$ cat src/rtl/ps2_host_tx_if.sv
// ps2_host_tx_if: command-byte request/response bundle between a host-side
// controller and the PS/2 host-to-device transmitter.
//
// Handshake: a byte is transferred on a clk edge where tx_valid && tx_ready.
// tx_ready is high only while the transmitter is idle. tx_valid/tx_data
// presented while tx_ready is low are ignored (not queued). tx_done and
// tx_error are mutually exclusive one-cycle completion pulses, raised in
// the same cycle that tx_ready returns high.
//
// Signals:
//   tx_valid  master->slave  command byte request
//   tx_data   master->slave  command byte (8 bits)
//   tx_ready  slave->master  transmitter idle, can accept
//   tx_done   slave->master  pulse: device acknowledged the byte
//   tx_error  slave->master  pulse: no ack or device clock timeout
interface ps2_host_tx_if;
  logic       tx_valid;
  logic [7:0] tx_data;
  logic       tx_ready;
  logic       tx_done;
  logic       tx_error;

  modport master (
    output tx_valid,
    output tx_data,
    input  tx_ready,
    input  tx_done,
    input  tx_error
  );

  modport slave (
    input  tx_valid,
    input  tx_data,
    output tx_ready,
    output tx_done,
    output tx_error
  );
endinterface

$ cat src/rtl/ps2_host_tx.sv
// ps2_host_tx: PS/2 host-to-device transmitter. Sends one command byte to
// the attached device (e.g. 0xF4 enable reporting, 0xFF reset) over the
// shared ps2_clk/ps2_data pins, then releases both lines so the packet
// receiver can resume.
//
// Ports:
//   clk, rst      system clock, asynchronous active-high reset
//   tx            ps2_host_tx_if.slave: tx_valid/tx_data/tx_ready/
//                 tx_done/tx_error
//   busy          high in every state except IDLE (= ~tx_ready)
//   ps2_clk       raw clock pin (asynchronous)
//   ps2_data      raw data pin (asynchronous)
//   ps2_clk_oe    1 = pull ps2_clk low (open drain)
//   ps2_data_oe   1 = pull ps2_data low (open drain)
//   state_dbg     current FSM state encoding
module ps2_host_tx #(
  parameter int INHIBIT_CYCLES = 10000,
  parameter int RTS_CYCLES     = 2000,
  parameter int TIMEOUT_CYCLES = 2000000
) (
  input  logic          clk,
  input  logic          rst,
  ps2_host_tx_if.slave  tx,
  output logic          busy,
  input  logic          ps2_clk,
  input  logic          ps2_data,
  output logic          ps2_clk_oe,
  output logic          ps2_data_oe,
  output logic [2:0]    state_dbg
);

  localparam int IW = $clog2(INHIBIT_CYCLES);
  localparam int RW = $clog2(RTS_CYCLES);
  localparam int TW = $clog2(TIMEOUT_CYCLES);

  typedef enum logic [2:0] {
    S_IDLE      = 3'd0,
    S_INHIBIT   = 3'd1,
    S_RTS       = 3'd2,
    S_SEND      = 3'd3,
    S_WAIT_ACK  = 3'd4,
    S_WAIT_IDLE = 3'd5
  } state_t;

  state_t        state;
  logic [IW-1:0] inh_cnt;
  logic [RW-1:0] rts_cnt;
  logic [TW-1:0] to_cnt;
  logic [3:0]    bit_cnt;
  logic [7:0]    shift;
  logic          parity;
  logic          ready_r;
  logic          done_r;
  logic          error_r;
  logic          clk_oe_r;
  logic          data_oe_r;

  // Two-flop synchronizers; reset to 1 because an idle bus is pulled high,
  // so no spurious falling edge appears right after reset.
  logic clk_s1, clk_s2, clk_prev;
  logic data_s1, data_s2;
  logic fe;

  always_ff @(posedge clk or posedge rst) begin
    if (rst) begin
      clk_s1   <= 1'b1;
      clk_s2   <= 1'b1;
      clk_prev <= 1'b1;
      data_s1  <= 1'b1;
      data_s2  <= 1'b1;
    end else begin
      clk_s1   <= ps2_clk;
      clk_s2   <= clk_s1;
      clk_prev <= clk_s2;
      data_s1  <= ps2_data;
      data_s2  <= data_s1;
    end
  end

  assign fe = clk_prev & ~clk_s2;

  always_ff @(posedge clk or posedge rst) begin
    if (rst) begin
      state     <= S_IDLE;
      inh_cnt   <= '0;
      rts_cnt   <= '0;
      to_cnt    <= '0;
      bit_cnt   <= '0;
      shift     <= '0;
      parity    <= 1'b0;
      ready_r   <= 1'b1;
      done_r    <= 1'b0;
      error_r   <= 1'b0;
      clk_oe_r  <= 1'b0;
      data_oe_r <= 1'b0;
    end else begin
      done_r  <= 1'b0;
      error_r <= 1'b0;
      case (state)
        S_IDLE: begin
          clk_oe_r  <= 1'b0;
          data_oe_r <= 1'b0;
          if (tx.tx_valid) begin
            shift    <= tx.tx_data;
            parity   <= ~^tx.tx_data;
            inh_cnt  <= '0;
            clk_oe_r <= 1'b1;
            ready_r  <= 1'b0;
            state    <= S_INHIBIT;
          end
        end
        S_INHIBIT: begin
          if (inh_cnt == IW'(INHIBIT_CYCLES - 1)) begin
            rts_cnt   <= '0;
            data_oe_r <= 1'b1;  // start bit while clock still held low
            state     <= S_RTS;
          end else begin
            inh_cnt <= inh_cnt + 1'b1;
          end
        end
        S_RTS: begin
          if (rts_cnt == RW'(RTS_CYCLES - 1)) begin
            clk_oe_r <= 1'b0;  // hand the clock to the device
            bit_cnt  <= '0;
            to_cnt   <= '0;
            state    <= S_SEND;
          end else begin
            rts_cnt <= rts_cnt + 1'b1;
          end
        end
        S_SEND, S_WAIT_ACK, S_WAIT_IDLE: begin
          if (fe) begin
            to_cnt <= '0;
            if (state == S_SEND) begin
              bit_cnt <= bit_cnt + 1'b1;
              if (bit_cnt < 4'd8) begin
                data_oe_r <= ~shift[bit_cnt[2:0]];
              end else if (bit_cnt == 4'd8) begin
                data_oe_r <= ~parity;
              end else begin
                data_oe_r <= 1'b0;  // stop bit: release the line
                state     <= S_WAIT_ACK;
              end
            end else if (state == S_WAIT_ACK) begin
              if (!data_s2) begin
                state <= S_WAIT_IDLE;
              end else begin
                error_r <= 1'b1;
                ready_r <= 1'b1;
                state   <= S_IDLE;
              end
            end
          end else if (state == S_WAIT_IDLE && clk_s2 && data_s2) begin
            done_r  <= 1'b1;
            ready_r <= 1'b1;
            state   <= S_IDLE;
          end else if (to_cnt == TW'(TIMEOUT_CYCLES - 1)) begin
            clk_oe_r  <= 1'b0;
            data_oe_r <= 1'b0;
            error_r   <= 1'b1;
            ready_r   <= 1'b1;
            state     <= S_IDLE;
          end else begin
            to_cnt <= to_cnt + 1'b1;
          end
        end
        default: begin
          clk_oe_r  <= 1'b0;
          data_oe_r <= 1'b0;
          ready_r   <= 1'b1;
          state     <= S_IDLE;
        end
      endcase
    end
  end

  assign tx.tx_ready = ready_r;
  assign tx.tx_done  = done_r;
  assign tx.tx_error = error_r;
  assign busy        = ~ready_r;
  assign ps2_clk_oe  = clk_oe_r;
  assign ps2_data_oe = data_oe_r;
  assign state_dbg   = state;

endmodule

$ cat src/flat_wrapper.sv
// flat-port wrapper written by rule: the top's interface ports become plain ports
module ps2_host_tx_flat 
#(
  parameter int INHIBIT_CYCLES = 10000,
  parameter int RTS_CYCLES     = 2000,
  parameter int TIMEOUT_CYCLES = 2000000
)
  (clk, rst, busy, ps2_clk, ps2_data, ps2_clk_oe, ps2_data_oe, state_dbg, tx_tx_valid, tx_tx_data, tx_tx_ready, tx_tx_done, tx_tx_error);
  ps2_host_tx_if tx_i ();
  input  logic clk;
  input  logic rst;
  output logic busy;
  input  logic ps2_clk;
  input  logic ps2_data;
  output logic ps2_clk_oe;
  output logic ps2_data_oe;
  output logic [2:0] state_dbg;
  input wire logic [$bits(tx_i.tx_valid)-1:0] tx_tx_valid;
  input wire logic [$bits(tx_i.tx_data)-1:0] tx_tx_data;
  output wire logic [$bits(tx_i.tx_ready)-1:0] tx_tx_ready;
  output wire logic [$bits(tx_i.tx_done)-1:0] tx_tx_done;
  output wire logic [$bits(tx_i.tx_error)-1:0] tx_tx_error;
  assign tx_i.tx_valid = tx_tx_valid;
  assign tx_i.tx_data = tx_tx_data;
  assign tx_tx_ready = tx_i.tx_ready;
  assign tx_tx_done = tx_i.tx_done;
  assign tx_tx_error = tx_i.tx_error;
  ps2_host_tx #(.INHIBIT_CYCLES(INHIBIT_CYCLES), .RTS_CYCLES(RTS_CYCLES), .TIMEOUT_CYCLES(TIMEOUT_CYCLES)) u_core (.clk(clk), .rst(rst), .tx(tx_i), .busy(busy), .ps2_clk(ps2_clk), .ps2_data(ps2_data), .ps2_clk_oe(ps2_clk_oe), .ps2_data_oe(ps2_data_oe), .state_dbg(state_dbg));
endmodule
$ cat config.mk
export PLATFORM = sky130hd
export DESIGN_NAME = ps2_host_tx_flat
export DESIGN_NICKNAME = d
export VERILOG_FILES = /design/src/rtl/ps2_host_tx_if.sv /design/src/rtl/ps2_host_tx.sv /design/src/flat_wrapper.sv
export SDC_FILE = /design/constraint.sdc
export NUM_CORES = 1
export LEC_CHECK = 0
export BUFFER_PORTS_ARGS = -buffer_cell sky130_fd_sc_hd__buf_2
export CORE_ASPECT_RATIO = 1.4
export CORE_MARGIN = 2
export CORE_UTILIZATION = 40
export CTS_BUF_LIST = sky130_fd_sc_hd__clkbuf_8
export CTS_CLUSTER_DIAMETER = 60
export DETAILED_ROUTE_END_ITERATION = 8
export GPL_TIMING_DRIVEN = 0
export HOLD_SLACK_MARGIN = 0.08
export SLEW_MARGIN = 25
export SYNTH_ARGS = -nofsm -noshare
export SYNTH_HDL_FRONTEND = slang
export SYNTH_SLANG_ARGS = --single-unit
$ cat constraint.sdc
create_clock -name clk -period 1.93 [get_ports clk]
set_input_delay 0 -clock clk [delete_from_list [all_inputs] [get_ports clk]]
set_output_delay 0 -clock clk [all_outputs]
set_load 0.03 [all_outputs]
==> impl_table.tex <==
\begin{tabular}{lr}
\hline
Metric & Value \\
\hline
\multicolumn{2}{l}{\textbf{Status}} \\
\quad Outcome & finished, violations left \\
\quad Violated checks & setup timing \\
\multicolumn{2}{l}{\textbf{Timing}} \\
\quad Slew headroom & 66.3\% \\
\quad Actual slew at the worst max-slew pin & 0.500 ns \\
\quad Share of the clock period used by the worst path & 102\% \\
\quad Final count of pins violating max slew & 0 \\
\quad Maximum clock frequency & 0.508 GHz \\
\quad Worst Clk Skew & 0.0133 ns \\
\quad Number of setup violations in the final report & 7 \\
\quad Total count of hold-check failures in the final report & 0 \\
\quad Final Critical Period & 1.97 ns \\
\quad Hold WS & 0.120 ns \\
\quad Setup repair after global routing missed its margin & yes \\
\quad Setup ws final & -0.0385 ns \\
\multicolumn{2}{l}{\textbf{Global route}} \\
\quad Vias in the first global route & 3515 \\
\quad Overflow left after global routing & 0 \\
\quad Largest net degree at the start of global routing & 43 \\
\quad Wire length of the first global-routing pass & 16800 µm \\
\quad GRT Util Overall & 19.8\% \\
\quad Antenna violations before repair & 0 \\
\multicolumn{2}{l}{\textbf{Logic synthesis}} \\
\quad Commonest cells in the netlist & sky130\_fd\_sc\_hd\_\_dfrtp\_1, sky130\_fd\_sc\_hd\_\_nand2\_1, sky130\_fd\_sc\_hd\_\_o21ai\_0, sky130\_fd\_sc\_hd\_\_a21oi\_1, sky130\_fd\_sc\_hd\_\_nand3\_1 \\
\quad Number of cells produced by synthesis & 439 \\
\quad Ranking of synthesized cells by area & sky130\_fd\_sc\_hd\_\_dfrtp\_1, sky130\_fd\_sc\_hd\_\_nand2\_1, sky130\_fd\_sc\_hd\_\_o21ai\_0 \\
\quad Post-Syn Nets & 456 \\
\quad Mean post-synth cell area & 9.26 µm² \\
\quad Yosys reg bits & 72 \\
\quad Yosys top cell area share & 40.6\% \\
\quad Post-synthesis instance area & 4060 µm² \\
\quad Async set-or-reset flop fraction in the synthesized netlist & 100\% \\
\quad Number of synthesized flops with an enable pin & 0 \\
\quad Part of the Yosys area used for sequential elements & 44.5\% \\
\quad Library cell with the highest instance count after synthesis & sky130\_fd\_sc\_hd\_\_dfrtp\_1 \\
\quad Number of distinct library cells after synthesis & 60 \\
\quad Synth Warn \# & 0 \\
\quad Most common flop cell mapped by yosys & sky130\_fd\_sc\_hd\_\_dfrtp\_1 \\
\quad Top cell type by total area after synthesis & sky130\_fd\_sc\_hd\_\_dfrtp\_1 \\
\multicolumn{2}{l}{\textbf{Final layout}} \\
\quad Fraction of layout cells with a size suffix above 1 & 31.1\% \\
\quad Final Instance Area & 5330 µm² \\
\quad Post-layout nets & 536 \\
\quad Count of placed standard cells in the final layout, fillers left out & 659 \\
\quad Filler cells & 932 \\
\quad Area grow syn2layout & 31.2\% \\
\quad Antenna diode count & 0 \\
\quad Final cell utilization of the core & 53.8\% \\
\multicolumn{2}{l}{\textbf{Drt}} \\
\quad Number of antenna-violating nets in the routed design & 0 \\
\quad DRC violations left & 0 \\
\quad Drt initial violations & 196 \\
\quad Via total after detailed routing & 3707 \\
\quad Total Routed Length & 10500 µm \\
\quad Via density per instance & 5.63 \\
\quad Average routed wire per standard cell & 15.9 µm \\
\quad Iteration count of the initial detailed-routing pass & 4 \\
\multicolumn{2}{l}{\textbf{Die}} \\
\quad Starting density of the core & 41.1\% \\
\quad Die Outline Area & 11000 µm² \\
\quad I/O Pins & 22 \\
\quad Die width & 89.2 µm \\
\quad Core Rows & 43 \\
\quad Core Region & 9900 µm² \\
\quad Die Span Y & 123 µm \\
\multicolumn{2}{l}{\textbf{Clock tree}} \\
\quad Root buffer selected by CTS & sky130\_fd\_sc\_hd\_\_clkbuf\_8 \\
\quad Clock tree from TritonCTS & yes \\
\quad Inserted Clock Buffers & 9 \\
\quad Worst-path clk slew & 0.07 ns \\
\quad Number of buffers between clock root and the deepest sink & 2 \\
\quad Level count of the clock H-tree & 3 \\
\quad Later-pin clock latency in the skew report & 0.36 ns \\
\quad Clock tree sinks & 72 \\
\multicolumn{2}{l}{\textbf{Placement}} \\
\quad HPWL after detailed placement & 6780 µm \\
\quad Cell count after placement & 596 \\
\quad Input/output buffers & 21 \\
\quad Global placement routability congestion & 0.789 \\
\quad Total cell area at the placement stage & 4360 µm² \\
\multicolumn{2}{l}{\textbf{Critical path}} \\
\quad Critical-path maximum fanout & 10 \\
\quad Worst EP required & 2.15 ns \\
\quad Nature of the critical path startpoint & flop \\
\quad Worst Path Arrival & 2.19 ns \\
\quad Path type of the worst setup path & flop to flop \\
\quad Setup crit end kind & flop \\
\multicolumn{2}{l}{\textbf{Power}} \\
\quad Peak supply drop & 0.473 mV \\
\quad Power per cell area & 525 nW/µm² \\
\quad Leak Pwr & 2.28 nW \\
\multicolumn{2}{l}{\textbf{Run}} \\
\quad Maxcap violations & 0 \\
\multicolumn{2}{l}{\textbf{Worst hold path}} \\
\quad Worst Hold Class & input pin to flop \\
\hline
\end{tabular}
-- through the flow --
stage	power, mW	TNS [ns]	setup WS (ns)
final	2.80	-0.136	-0.0385
after global routing	2.92	-1.85	-0.205
after CTS	2.84	0	0.00772
after detailed placement	1.65	-7.70	-0.330
after global placement	1.64	-68.72	-0.927
after floorplan	1.61	-0.220	-0.0445
-- power by group --
group | internal, mW | switching, mW | leakage (nW)
Combinational | 0.0484 | 0.0628 | 1.23
Clock | 0.616 | 0.551 | 0.108
Sequential | 1.52 | 0.00346 | 0.945
-- worst paths after layout --
| kind | start | cells after the start | end | slack, ns |
|---|---|---|---|---|
| setup / recovery | u_core.rts_cnt[4] | 6 | u_core.to_cnt[7] | -0.04 |
| hold / removal | tx_tx_valid | 3 | u_core.parity | 0.12 |
| setup reg to reg | u_core.rts_cnt[4] | 6 | u_core.to_cnt[7] | -0.04 |
| hold reg to reg | u_core.data_s1 | 0 | u_core.data_s2 | 0.36 |
| max in group asynchronous | rst | 4 | u_core.tx.tx_ready | 1.10 |
| min in group asynchronous | rst | 3 | u_core.to_cnt[0] | 0.19 |
-- state kept, by name, indices dropped and copies added, names as in the netlist, 3 cells and up --
signal,flops
u_core.shift,8
u_core.rts_cnt,11
u_core.inh_cnt,14
u_core.to_cnt,21
u_core.bit_cnt,4
u_core.state_dbg,3
-- kinds of logic after synthesis --
family | Yosys count | synth area share (%)
xor gates and xnor gates | 15 | 3.23
AOI/OAI and AO/OA | 111 | 17.9
DFF | 72 | 44.5
muxes | 8 | 2.96
and+or+nand+nor | 196 | 26.3
buffers and inverters | 33 | 3.88
adders and majority gates | 4 | 1.23
-- repair_timing --
item | CTS | global route
hold buffers | 11 | 0
buffers inserted | 21 | 19
pin swaps | 14 | 20
endpoints found under the setup margin | 41 | 56
hold endpoints to repair | 76 | 0
cloned | 0 | 0
gates resized for setup | 36 | 58
-- area by class of cell --
| class | count | area (µm²) | share of cell area (%) |
|---|---|---|---|
| flip-flops and latches | 72 | 1820 | 34.1 |
| clock inverters | 6 | 52.6 | 0.986 |
| clock buffers | 10 | 138 | 2.58 |
| well taps | 135 | 169 | 3.17 |
| repair buffers | 73 | 556 | 10.4 |
| plain buffers | 19 | 158 | 2.96 |
| inverters | 10 | 40.0 | 0.751 |
| multi-input cells | 334 | 2400 | 45.0 |
-- worst max-delay path: stages, from the launching register on --
cell	delay [ns]
sky130_fd_sc_hd__dfrtp_1	0.40
sky130_fd_sc_hd__nand4bb_4	0.27
sky130_fd_sc_hd__nor4_4	0.41
sky130_fd_sc_hd__nor3_4	0.11
sky130_fd_sc_hd__buf_4	0.21
sky130_fd_sc_hd__o31ai_1	0.29
sky130_fd_sc_hd__o21ai_0	0.14
-- per-layer routing --
metal  GRT usage [%]  share of wire (%)
met1            24.1                 41
met2            33.2                 52
met3            3.74                3.4
met4            9.51                3.2
met5               0                  0
-- cells in the final DEF (no fill, tap or decap), types with 5 or more instances in the layout --
cell type                        n
sky130_fd_sc_hd__buf_6          12
sky130_fd_sc_hd__a31oi_1         5
sky130_fd_sc_hd__nor2_1         19
sky130_fd_sc_hd__o31ai_1        14
sky130_fd_sc_hd__and2_1          7
sky130_fd_sc_hd__clkbuf_8       10
sky130_fd_sc_hd__dfrtp_1        59
sky130_fd_sc_hd__xor2_1          6
sky130_fd_sc_hd__nand4_1         9
sky130_fd_sc_hd__nand2_1        60
sky130_fd_sc_hd__dlygate4sd3_1  11
sky130_fd_sc_hd__nor3_1          8
sky130_fd_sc_hd__buf_2          24
sky130_fd_sc_hd__dfstp_2         6
sky130_fd_sc_hd__inv_1          11
sky130_fd_sc_hd__a22o_1          6
sky130_fd_sc_hd__buf_4          38
sky130_fd_sc_hd__xnor2_1         8
sky130_fd_sc_hd__and3_1          5
sky130_fd_sc_hd__o31ai_2         5
sky130_fd_sc_hd__nand3_1        25
sky130_fd_sc_hd__or3_1          13
sky130_fd_sc_hd__o21ai_0        31
sky130_fd_sc_hd__a21oi_2         5
sky130_fd_sc_hd__dfrtp_2         7
sky130_fd_sc_hd__a21oi_1        23
(Power assumes the default switching activity.)
